## src/rtl/ccff_chain_loader.sv

```systemverilog
// ccff_chain_loader
// Serial configuration-chain loader for the DSP logical tile. Accepts
// parallel configuration words over a valid/ready handshake, shifts them
// LSB-first into the tile's ccff chain with a qualified shift enable, and
// returns the bits falling out of ccff_tail as a readback stream.
module ccff_chain_loader #(
    parameter int CHAIN_LEN = 64,
    parameter int WORD_W    = 8,
    parameter int CNT_W     = $clog2(CHAIN_LEN + 1)
) (
    input  logic              clk,
    input  logic              reset_n,
    input  logic              start,
    input  logic              word_valid,
    input  logic [WORD_W-1:0] word_data,
    output logic              word_ready,
    output logic              ccff_head,
    output logic              prog_clk_en,
    input  logic              ccff_tail,
    output logic              rb_valid,
    output logic              rb_bit,
    output logic              busy,
    output logic              done
);

    // Per-word bit counter must be able to hold the value WORD_W itself.
    localparam int BIT_W = $clog2(WORD_W + 1);

    typedef enum logic [1:0] {
        ST_IDLE  = 2'd0,
        ST_FETCH = 2'd1,
        ST_SHIFT = 2'd2,
        ST_DONE  = 2'd3
    } state_t;

    state_t            state_r;
    logic [WORD_W-1:0] sreg_r;
    logic [BIT_W-1:0]  bit_cnt_r;
    logic [CNT_W-1:0]  total_cnt_r;
    logic              head_r;
    logic              pce_r;
    logic              rb_valid_r;
    logic              rb_bit_r;
    logic              busy_r;
    logic              done_r;

    logic [BIT_W-1:0]  bit_cnt_nxt_s;
    logic [CNT_W-1:0]  total_cnt_nxt_s;
    logic              last_bit_s;
    logic              word_end_s;

    // Post-increment counter values used to decide the SHIFT exit.
    always_comb begin
        bit_cnt_nxt_s   = bit_cnt_r + BIT_W'(1);
        total_cnt_nxt_s = total_cnt_r + CNT_W'(1);
        last_bit_s      = (total_cnt_nxt_s == CNT_W'(CHAIN_LEN));
        word_end_s      = (bit_cnt_nxt_s == BIT_W'(WORD_W));
    end

    // Ready is a pure decode of the state register, so it carries no input path.
    assign word_ready  = (state_r == ST_FETCH);
    assign ccff_head   = head_r;
    assign prog_clk_en = pce_r;
    assign rb_valid    = rb_valid_r;
    assign rb_bit      = rb_bit_r;
    assign busy        = busy_r;
    assign done        = done_r;

    // Load sequencer: fetch a word, shift it out, repeat until the chain is full.
    always_ff @(posedge clk or negedge reset_n) begin
        if (!reset_n) begin
            state_r     <= ST_IDLE;
            sreg_r      <= {WORD_W{1'b0}};
            bit_cnt_r   <= {BIT_W{1'b0}};
            total_cnt_r <= {CNT_W{1'b0}};
            head_r      <= 1'b0;
            pce_r       <= 1'b0;
            busy_r      <= 1'b0;
            done_r      <= 1'b0;
        end else begin
            case (state_r)
                ST_IDLE: begin
                    pce_r  <= 1'b0;
                    done_r <= 1'b0;
                    if (start) begin
                        state_r     <= ST_FETCH;
                        total_cnt_r <= {CNT_W{1'b0}};
                        busy_r      <= 1'b1;
                    end else begin
                        busy_r      <= 1'b0;
                    end
                end
                ST_FETCH: begin
                    // No shift while waiting, so backpressure never costs chain bits.
                    pce_r  <= 1'b0;
                    done_r <= 1'b0;
                    busy_r <= 1'b1;
                    if (word_valid) begin
                        sreg_r    <= word_data;
                        bit_cnt_r <= {BIT_W{1'b0}};
                        state_r   <= ST_SHIFT;
                    end
                end
                ST_SHIFT: begin
                    head_r      <= sreg_r[0];
                    pce_r       <= 1'b1;
                    sreg_r      <= sreg_r >> 1'b1;
                    bit_cnt_r   <= bit_cnt_nxt_s;
                    total_cnt_r <= total_cnt_nxt_s;
                    done_r      <= 1'b0;
                    busy_r      <= 1'b1;
                    // Chain-full wins over word-end: leftover high bits of a
                    // partial last word are simply dropped.
                    if (last_bit_s) begin
                        state_r <= ST_DONE;
                    end else if (word_end_s) begin
                        state_r <= ST_FETCH;
                    end else begin
                        state_r <= ST_SHIFT;
                    end
                end
                ST_DONE: begin
                    // The final shift happens on this edge; done lines up with it.
                    pce_r   <= 1'b0;
                    done_r  <= 1'b1;
                    busy_r  <= 1'b1;
                    state_r <= ST_IDLE;
                end
                default: begin
                    pce_r   <= 1'b0;
                    done_r  <= 1'b0;
                    busy_r  <= 1'b0;
                    state_r <= ST_IDLE;
                end
            endcase
        end
    end

    // Capture the chain tail on every edge that actually shifts the chain.
    always_ff @(posedge clk or negedge reset_n) begin
        if (!reset_n) begin
            rb_valid_r <= 1'b0;
            rb_bit_r   <= 1'b0;
        end else if (pce_r) begin
            rb_valid_r <= 1'b1;
            rb_bit_r   <= ccff_tail;
        end else begin
            rb_valid_r <= 1'b0;
        end
    end

endmodule

```

## config.mk

```make
export PLATFORM = sky130hd
export DESIGN_NAME = ccff_chain_loader
export DESIGN_NICKNAME = d
export VERILOG_FILES = /design/src/rtl/ccff_chain_loader.sv
export SDC_FILE = /design/constraint.sdc
export NUM_CORES = 1
export LEC_CHECK = 0
export CAP_MARGIN = 30
export CORE_MARGIN = 2
export CORE_UTILIZATION = 57
export DETAILED_ROUTE_END_ITERATION = 12
export PLACE_DENSITY = 0.83
export SYNTH_ARGS = -nofsm -noshare
export SYNTH_HDL_FRONTEND = slang
export SYNTH_SLANG_ARGS = --single-unit
```

## constraint.sdc

```tcl
create_clock -name clk -period 4.3 [get_ports clk]
set_input_delay 0.86 -clock clk [delete_from_list [all_inputs] [get_ports clk]]
set_output_delay 0.86 -clock clk [all_outputs]
set_load 0.05 [all_outputs]
```

==> impl_metrics.yaml, run 1 <==
placement:
  hpwl_um: 1900
  dpl_cell_area_um2: 1632
  gp_congestion: 0.8246
  portBuffers: 19
clocking:
  cts_buffer_depth: 2
  cts_made_buffers: 3
  worstSkewPairLatency_ps: 320
  clkSlewWorstSetupHoldPaths_ps: 150
  root_buffer: "clkbuf_4"
  cts_tree: "yes"
  postCtsSetupBuffers: 0
  post_cts_resize_count: 0
  clock_sinks: 27
  holdBufCountCts: 0
  h-tree-depth: 1
critical_path:
  cpPeakStageDelay_ps: 810
  worst_setup_path_start_kind: "register"
  crit_path_end_kind: "output pin"
  path_cells: "inv_2 > nor2_1 > clkdlybuf4s50_1"
  reg2reg_depth: 4
  crit_family: "buffers and inverters"
  cp_slowest_cell: "clkdlybuf4s50_1"
  worstPathArrival_ps: 2190
  cp.depth: 3
  worst-path-max-fanout: 18
  crit_required_ps: 3440
  worst-path-buf-inv: 2
  critPathKind: "reg -> out"
  r2r_slack_ps: 2350
power:
  power_density_nw_per_um2: 622.8
  leakage_nw: 0.7405
  ir_drop_mv: 0.5276
route:
  wire_per_inst_um: 14.21
  vias: 1115
  first_pass_iters: 4
  post_drt_via_cell_ratio: 5.807
  totalWireLength_um: 2728
  first_iter_violations: 18
  drc: 0
  ant_nets: 0
sta:
  fmaxAchievable_ghz: 0.3282
  setup_violations: 0
  hold_viol: 0
  final.period_utilization_pct: 70.85
  fin_crit_ps: 3047
  rsz0062_at_grt: "no"
  timing.hold.ws_ps: 430.3
  tns_ps: 0
  drv_slew: 0
  tightestPinTransition_ps: 816.0
  relSlewSlack_pct: 45.60
  skew_ps: 2.127
yosys:
  synthFlopType: "dfrtp_1"
  syn_area_per_cell_um2: 9.872
  synth-edff-count: 0
  ys_warn_count: 0
  synth_top_area_cell: "dfrtp_1"
  synth_cells: 145
  synth.top_cells.by_count: "dfrtp_1 (27), nand2_1 (27), o21ai_0 (14)"
  synth.ff_latch_count: 27
  synth_cell_types: 36
  async_flop_share_pct: 100.0
  synth.area.top_cells: "dfrtp_1 (47%), mux2i_1 (8.4%), nand2_1 (7.1%)"
  syn_area_um2: 1431
  synth.net_count: 161
  yosysSeqAreaShare_pct: 47.20
  synth_top_area_share_pct: 47.20
die:
  die_h_um: 54.11
  die-width_um: 54.11
  io_pins: 20
  design.die.area_um2: 2928
  start_util_pct: 58.85
  rows: 18
  core_area_um2: 2432
global_route:
  grt_pass1_vias: 1020
  grt_max_degree: 31
  gr-usage-all-layers_pct: 21.63
  antenna_found_initial: 0
  grt_first_pass_wirelength_um: 4547
  grt_overflow: 0
min_path:
  hp-class: "reg -> reg"
  worstHoldPathCells: 0
run:
  drv_cap: 0
final_layout:
  fillCellCount: 193
  nNetsFinal: 179
  syn_to_final_growth_pct: 15.91
  layout-drive-gt1-share_pct: 11.11
  diodes: 0
  fin_area_um2: 1659
outcome:
  outcome: "finished, final reports clean"
[final cells by class]
type,count,area (µm²),area share (%)
flip-flops and latches,27,675.6,40.72
multi-input cells,108,709.4,42.76
repair buffers,20,197.7,11.92
clock inverters,1,5.005,0.3017
inverters,3,11.26,0.6787
clock buffers,3,22.52,1.357
well taps,30,37.54,2.262
[cells by family after synthesis]
logic type / share of synthesized area [%]
DFF: 47.20
and+or+nand+nor: 16.96
xor gates and xnor gates: 0.6120
buffers and inverters: 3.235
adders and majority gates: 2.623
muxes: 14.69
AOI/OAI and AO/OA: 14.69
[power by group]
part,switching (mW),total (mW),internal [mW],leakage (nW)
Combinational,0.252,0.456,0.204,0.373
Clock,0.0750,0.110,0.0348,0.0177
Sequential,0.126,0.468,0.341,0.350
[stage by stage]
step | total power [mW] | cells | utilization [%] | setup slack [ps]
finish | 1.033 | 192 | 68.21 | 1253
floorplan | 0.8013 | 145 | - | 2045
detailed placement | 0.9284 | 188 | 67.08 | 1641
global route | 1.115 | 192 | 68.21 | 1077
global placement | 0.9080 | 188 | 67.08 | 1674
CTS | 1.038 | 192 | 68.21 | 1250
[routing by layer]
metal | vias to the layer above | GRT usage [%] | wire length, µm
met3 | 4 | 2.500 | 111
met5 | - | 0 | 0
met4 | 0 | 8.333 | 20
li1 | 554 | - | -
met1 | 524 | 28.70 | 1253
met2 | 33 | 36.18 | 1342
[registers in the layout (all words and copies together) (netlist names)]
name         count
ccff_head        1
done             1
rb_valid         1
bit_cnt_r        4
total_cnt_r      7
rb_bit           1
busy             1
prog_clk_en      1
state_r          2
sreg_r           8
[layout by cell type (no fill, tap or decap), types with 5 or more instances in the layout]
cell and instances:
mux2_2 8, a21oi_1 7, nand2_1 27, clkdlybuf4s50_1 19, nor3_1 5, nor2_1 7, o21ai_0 14, mux2i_1 12
dfrtp_1 27
[path summary, 6_finish.rpt]
check | from | endpoint
setup / recovery | state_r[0] | word_ready
hold / removal | prog_clk_en | rb_valid
setup reg to reg | state_r[1] | state_r[1]
hold reg to reg | prog_clk_en | rb_valid
max in group asynchronous | reset_n | bit_cnt_r[2]
min in group asynchronous | reset_n | total_cnt_r[1]
(Power assumes the default switching activity.)
==> run 2, diff against run 1 <==
--- a/config.mk
+++ b/config.mk
@@ -7,9 +7,9 @@
 export LEC_CHECK = 0
 export CAP_MARGIN = 30
 export CORE_MARGIN = 2
-export CORE_UTILIZATION = 57
+export CORE_UTILIZATION = 48
 export DETAILED_ROUTE_END_ITERATION = 12
-export PLACE_DENSITY = 0.83
+export PLACE_DENSITY = 0.74
 export SYNTH_ARGS = -nofsm -noshare
 export SYNTH_HDL_FRONTEND = slang
 export SYNTH_SLANG_ARGS = --single-unit
==> constraint.sdc (replaced) <==
create_clock -name clk -period 2.8 [get_ports clk]
set_input_delay 0.56 -clock clk [delete_from_list [all_inputs] [get_ports clk]]
set_output_delay 0.56 -clock clk [all_outputs]
set_load 0.05 [all_outputs]
==> impl_metrics.yaml, run 2 (synthesis gave the netlist of run 1 again) <==
final_layout:
  nNetsFinal: 181
  layout-drive-gt1-share_pct: 12.20
  utilization_pct: 59.81
  layout_common_cells: "nand2_1 (27), dfrtp_1 (27), clkdlybuf4s50_1 (19)"
  top_register: "sreg_r"
  syn_to_final_growth_pct: 17.22
  fillCellCount: 244
  final_cells: 195
  reg_top3: "sreg_r (8), total_cnt_r (7), bit_cnt_r (4)"
  largest_reg_flops: 8
  diodes: 0
critical_path:
  critPathKind: "reg -> out"
  r2r_slack_ps: 970
  crit_required_ps: 2240
  crit_path_end_kind: "output pin"
  worst-path-max-fanout: 8
  worst_setup_path_start_kind: "register"
  worstPathArrival_ps: 1730
clocking:
  cts_tree: "yes"
  cts_buffer_depth: 2
  holdBufCountCts: 0
  cts_made_buffers: 3
  clock_sinks: 27
  clkSlewWorstSetupHoldPaths_ps: 160
  h-tree-depth: 1
  worstSkewPairLatency_ps: 350
  post_cts_resize_count: 0
  root_buffer: "clkbuf_4"
  postCtsSetupBuffers: 0
sta:
  skew_ps: 11.64
  fin_crit_ps: 2291
  tightestPinTransition_ps: 562.6
  relSlewSlack_pct: 62.40
  final.period_utilization_pct: 81.80
  drv_slew: 0
  fmaxAchievable_ghz: 0.4366
  tns_ps: 0
  setup_violations: 0
  timing.hold.ws_ps: 426.0
  hold_viol: 0
  rsz0062_at_grt: "no"
power:
  ir_drop_mv: 0.4767
  power_density_nw_per_um2: 966.3
  leakage_nw: 0.7468
min_path:
  hp-class: "reg -> reg"
placement:
  gp_congestion: 0.7876
  dp_cells: 191
  hpwl_um: 1884
  portBuffers: 19
outcome:
  violations: "DRC"
  outcome: "finished with violations"
die:
  die_h_um: 58.61
  io_pins: 20
  die-width_um: 58.61
  rows: 19
  start_util_pct: 51.03
  core_area_um2: 2805
  design.die.area_um2: 3435
run:
  drv_cap: 0
route:
  post_drt_via_cell_ratio: 5.867
  wl_met1_um: 1244
  ant_nets: 0
  totalWireLength_um: 2716
  drc: 1
  topRoutingLayerUsed: "met4"
  wl_met3_um: 95
  vias: 1144
  route.met2.wl_um: 1330
  first_iter_violations: 21
  wire_per_inst_um: 13.93
  first_pass_iters: 9
global_route:
  gr-usage-all-layers_pct: 18.15
  grt_first_pass_wirelength_um: 4774
  antenna_found_initial: 0
  grt_pass1_vias: 1060
  grt_max_degree: 30
  grt_overflow: 0
## run 2: cell count changes in the layout (fill, tap and decap cells not counted), sizes merged
| cell | before | now |
|---|---|---|
| clkinvlp | 0 | 1 |
| buf | 1 | 3 |
| clkinv | 1 | 0 |
## run 2: final cells by class
class	instances	area, µm²	area share [%]
multi-input cells	108	709.4	42.28
flip-flops and latches	27	675.6	40.27
repair buffers	22	212.7	12.68
well taps	31	38.79	2.312
clock buffers	3	22.52	1.342
inverters	3	11.26	0.6711
clock inverters	1	7.507	0.4474
## run 2: final timing paths
check,startpoint,end,cells past startpoint
max in group asynchronous,reset_n,sreg_r[6],2
max reg2reg,total_cnt_r[0],state_r[1],5
max,state_r[0],word_ready,3
min in group asynchronous,reset_n,busy,2
min reg2reg,prog_clk_en,rb_valid,0
min,prog_clk_en,rb_valid,0
## run 2: per-stage QoR
| step | power [mW] | setup slack (ps) | cell area (µm²) |
|---|---|---|---|
| 2_1_floorplan | 1.231 | 845.2 | 1431 |
| 3_3_place_gp | 1.418 | 903.5 | 1648 |
| 3_5_place_dp | 1.450 | 816.7 | 1648 |
| 4_1_cts | 1.628 | 501.7 | 1678 |
| 5_1_grt | 1.750 | 449.9 | 1678 |
| 6_report | 1.621 | 509.5 | 1678 |
## run 2: worst max-delay path: stages, from the launching register on
cell and delay [ps]:
dfrtp_1 390, inv_2 80, nor2_1 90, clkdlybuf4s50_1 820
## run 2: per-layer routing
layer / GRT usage, % / vias to the layer above
li1: - / 556
met1: 24.14 / 562
met2: 30.66 / 21
met3: 2.637 / 5
met4: 5.844 / 0
met5: 0 / -
## run 2: power breakdown
part | internal [mW] | switching (mW) | leakage (nW) | total [mW]
Sequential | 0.525 | 0.118 | 0.350 | 0.643
Combinational | 0.329 | 0.464 | 0.383 | 0.792
Clock | 0.0550 | 0.131 | 0.0139 | 0.186
Total | 0.909 | 0.713 | 0.747 | 1.62
==> run 3, diff against run 2 <==
==> constraint.sdc (replaced) <==
create_clock -name clk -period 2.05 [get_ports clk]
set_input_delay 0.41 -clock clk [delete_from_list [all_inputs] [get_ports clk]]
set_output_delay 0.41 -clock clk [all_outputs]
set_load 0.05 [all_outputs]
==> impl_metrics.yaml, run 3 (synthesis gave the netlist of run 1 again) <==
critical_path:
  path_cells: "clkdlybuf4s50_1"
  worstPathArrival_ps: 1550
  r2r-start: "total_cnt_r[0]"
  worst_setup_path_start_kind: "register"
  reg2reg_depth: 5
  cpPeakStageDelay_ps: 810
  rr_endpoint: "state_r[1]"
  crit_required_ps: 1640
  cp_slowest_cell: "clkdlybuf4s50_1"
  r2r_slack_ps: 310
  crit_family: "buffers and inverters"
  cp-startpoint: "prog_clk_en"
  critPathKind: "reg -> out"
  crit_path_end_kind: "output pin"
  worst-path-max-fanout: 3
  worst-path-buf-inv: 1
power:
  cell_internal_pwr_mw: 1.259
  power.share.sequential_pct: 40.6
  power_mw: 2.225
  ir_drop_mv: 0.8053
  leakage_nw: 0.7557
  power_density_nw_per_um2: 1320
  power.switching_uw: 966.3
  combPwrFrac_pct: 49.0
  p_clk_share_pct: 10.4
  swShare_pct: 43.43
final_layout:
  top_register: "sreg_r"
  diodes: 0
  largest_reg_flops: 8
  syn_to_final_growth_pct: 17.74
  multi_input_area_um2: 709.4
  seq_area_um2: 675.6
  reg_top3: "sreg_r (8), total_cnt_r (7), bit_cnt_r (4)"
  layout-drive-gt1-share_pct: 12.80
  layout_common_cells: "nand2_1 (27), dfrtp_1 (27), clkdlybuf4s50_1 (18)"
  nNetsFinal: 181
  fillCellCount: 263
clocking:
  cts_buffer_depth: 2
  clkSlewWorstSetupHoldPaths_ps: 150
  h-tree-depth: 1
  cts_made_buffers: 3
  clock_sinks: 27
  cts_tree: "yes"
  worstSkewPairLatency_ps: 330
  root_buffer: "clkbuf_4"
  post_cts_resize_count: 0
  holdBufCountCts: 0
  postCtsSetupBuffers: 0
route:
  topRoutingLayerUsed: "met4"
  first_iter_violations: 37
  wl_met3_um: 138
  route.met2.wl_um: 1339
  vias: 1113
  wire_per_inst_um: 14.22
  totalWireLength_um: 2773
  ant_nets: 0
  post_drt_via_cell_ratio: 5.708
  first_pass_iters: 8
  wl_met1_um: 1279
  drc: 2
outcome:
  outcome: "finished with violations"
  violations: "DRC"
global_route:
  gr-usage-all-layers_pct: 18.44
  grt_first_pass_wirelength_um: 4871
  antenna_found_initial: 0
  grt_overflow: 0
  grt_max_degree: 28
  grt_pass1_vias: 1055
sta:
  relSlewSlack_pct: 61.43
  skew_ps: 6.662
  tightestPinTransition_ps: 577.2
  drv_slew: 0
  setup_violations: 0
  fin_crit_ps: 1956
  final.period_utilization_pct: 95.40
  rsz0062_at_grt: "no"
  fmaxAchievable_ghz: 0.5113
  hold_viol: 0
  tns_ps: 0
die:
  start_util_pct: 51.03
  die-width_um: 58.61
  die_h_um: 58.61
  io_pins: 20
  rows: 19
  core_area_um2: 2805
  design.die.area_um2: 3435
placement:
  hpwl_um: 1957
  gp_congestion: 0.7865
  portBuffers: 19
min_path:
  hp-class: "in -> async"
run:
  drv_cap: 0
run 3: area by class of cell:
class | instances | area share [%]
Tap cell | 31 | 2.301
Inverter | 3 | 0.6682
Clock buffer | 3 | 1.336
Clock inverter | 1 | 0.2970
Sequential cell | 27 | 40.09
Multi-Input combinational cell | 108 | 42.09
Timing Repair Buffer | 22 | 13.21
run 3: layer usage:
layer	GRT usage [%]	vias to the layer above
li1	-	561
met1	25.00	521
met2	30.66	29
met3	2.637	2
met4	5.844	0
met5	0	-
run 3: metrics by stage:
| step | util [%] | std cells | area [µm²] | worst slack [ps] | hold slack [ps] |
|---|---|---|---|---|---|
| floorplan | - | 145 | 1431 | 245.2 | 114.4 |
| global placement | 59.10 | 191 | 1658 | 288.9 | 393.3 |
| detailed placement | 59.10 | 191 | 1658 | 200.9 | 402.6 |
| CTS | 60.08 | 195 | 1685 | 80.91 | 436.4 |
| global route | 60.08 | 195 | 1685 | 42.55 | 454.0 |
| finish | 60.08 | 195 | 1685 | 94.34 | 432.8 |
run 3: worst max path at each step:
stage	to	slack [ps]	cells past startpoint
6_report	prog_clk_en	90	1
5_1_grt	prog_clk_en	40	1
4_1_cts	prog_clk_en	80	1
3_5_place_dp	sreg_r[3]	200	4
3_3_place_gp	bit_cnt_r[2]	290	4
2_1_floorplan	word_ready	250	3
run 3: power groups by stage:
stage	Combinational, mW	Clock [mW]	Sequential, mW
6_report	1.09	0.231	0.903
5_1_grt	1.20	0.262	0.932
4_1_cts	1.10	0.241	0.902
3_5_place_dp	1.10	0	0.914
3_3_place_gp	1.06	0	0.902
2_1_floorplan	0.683	0	0.998
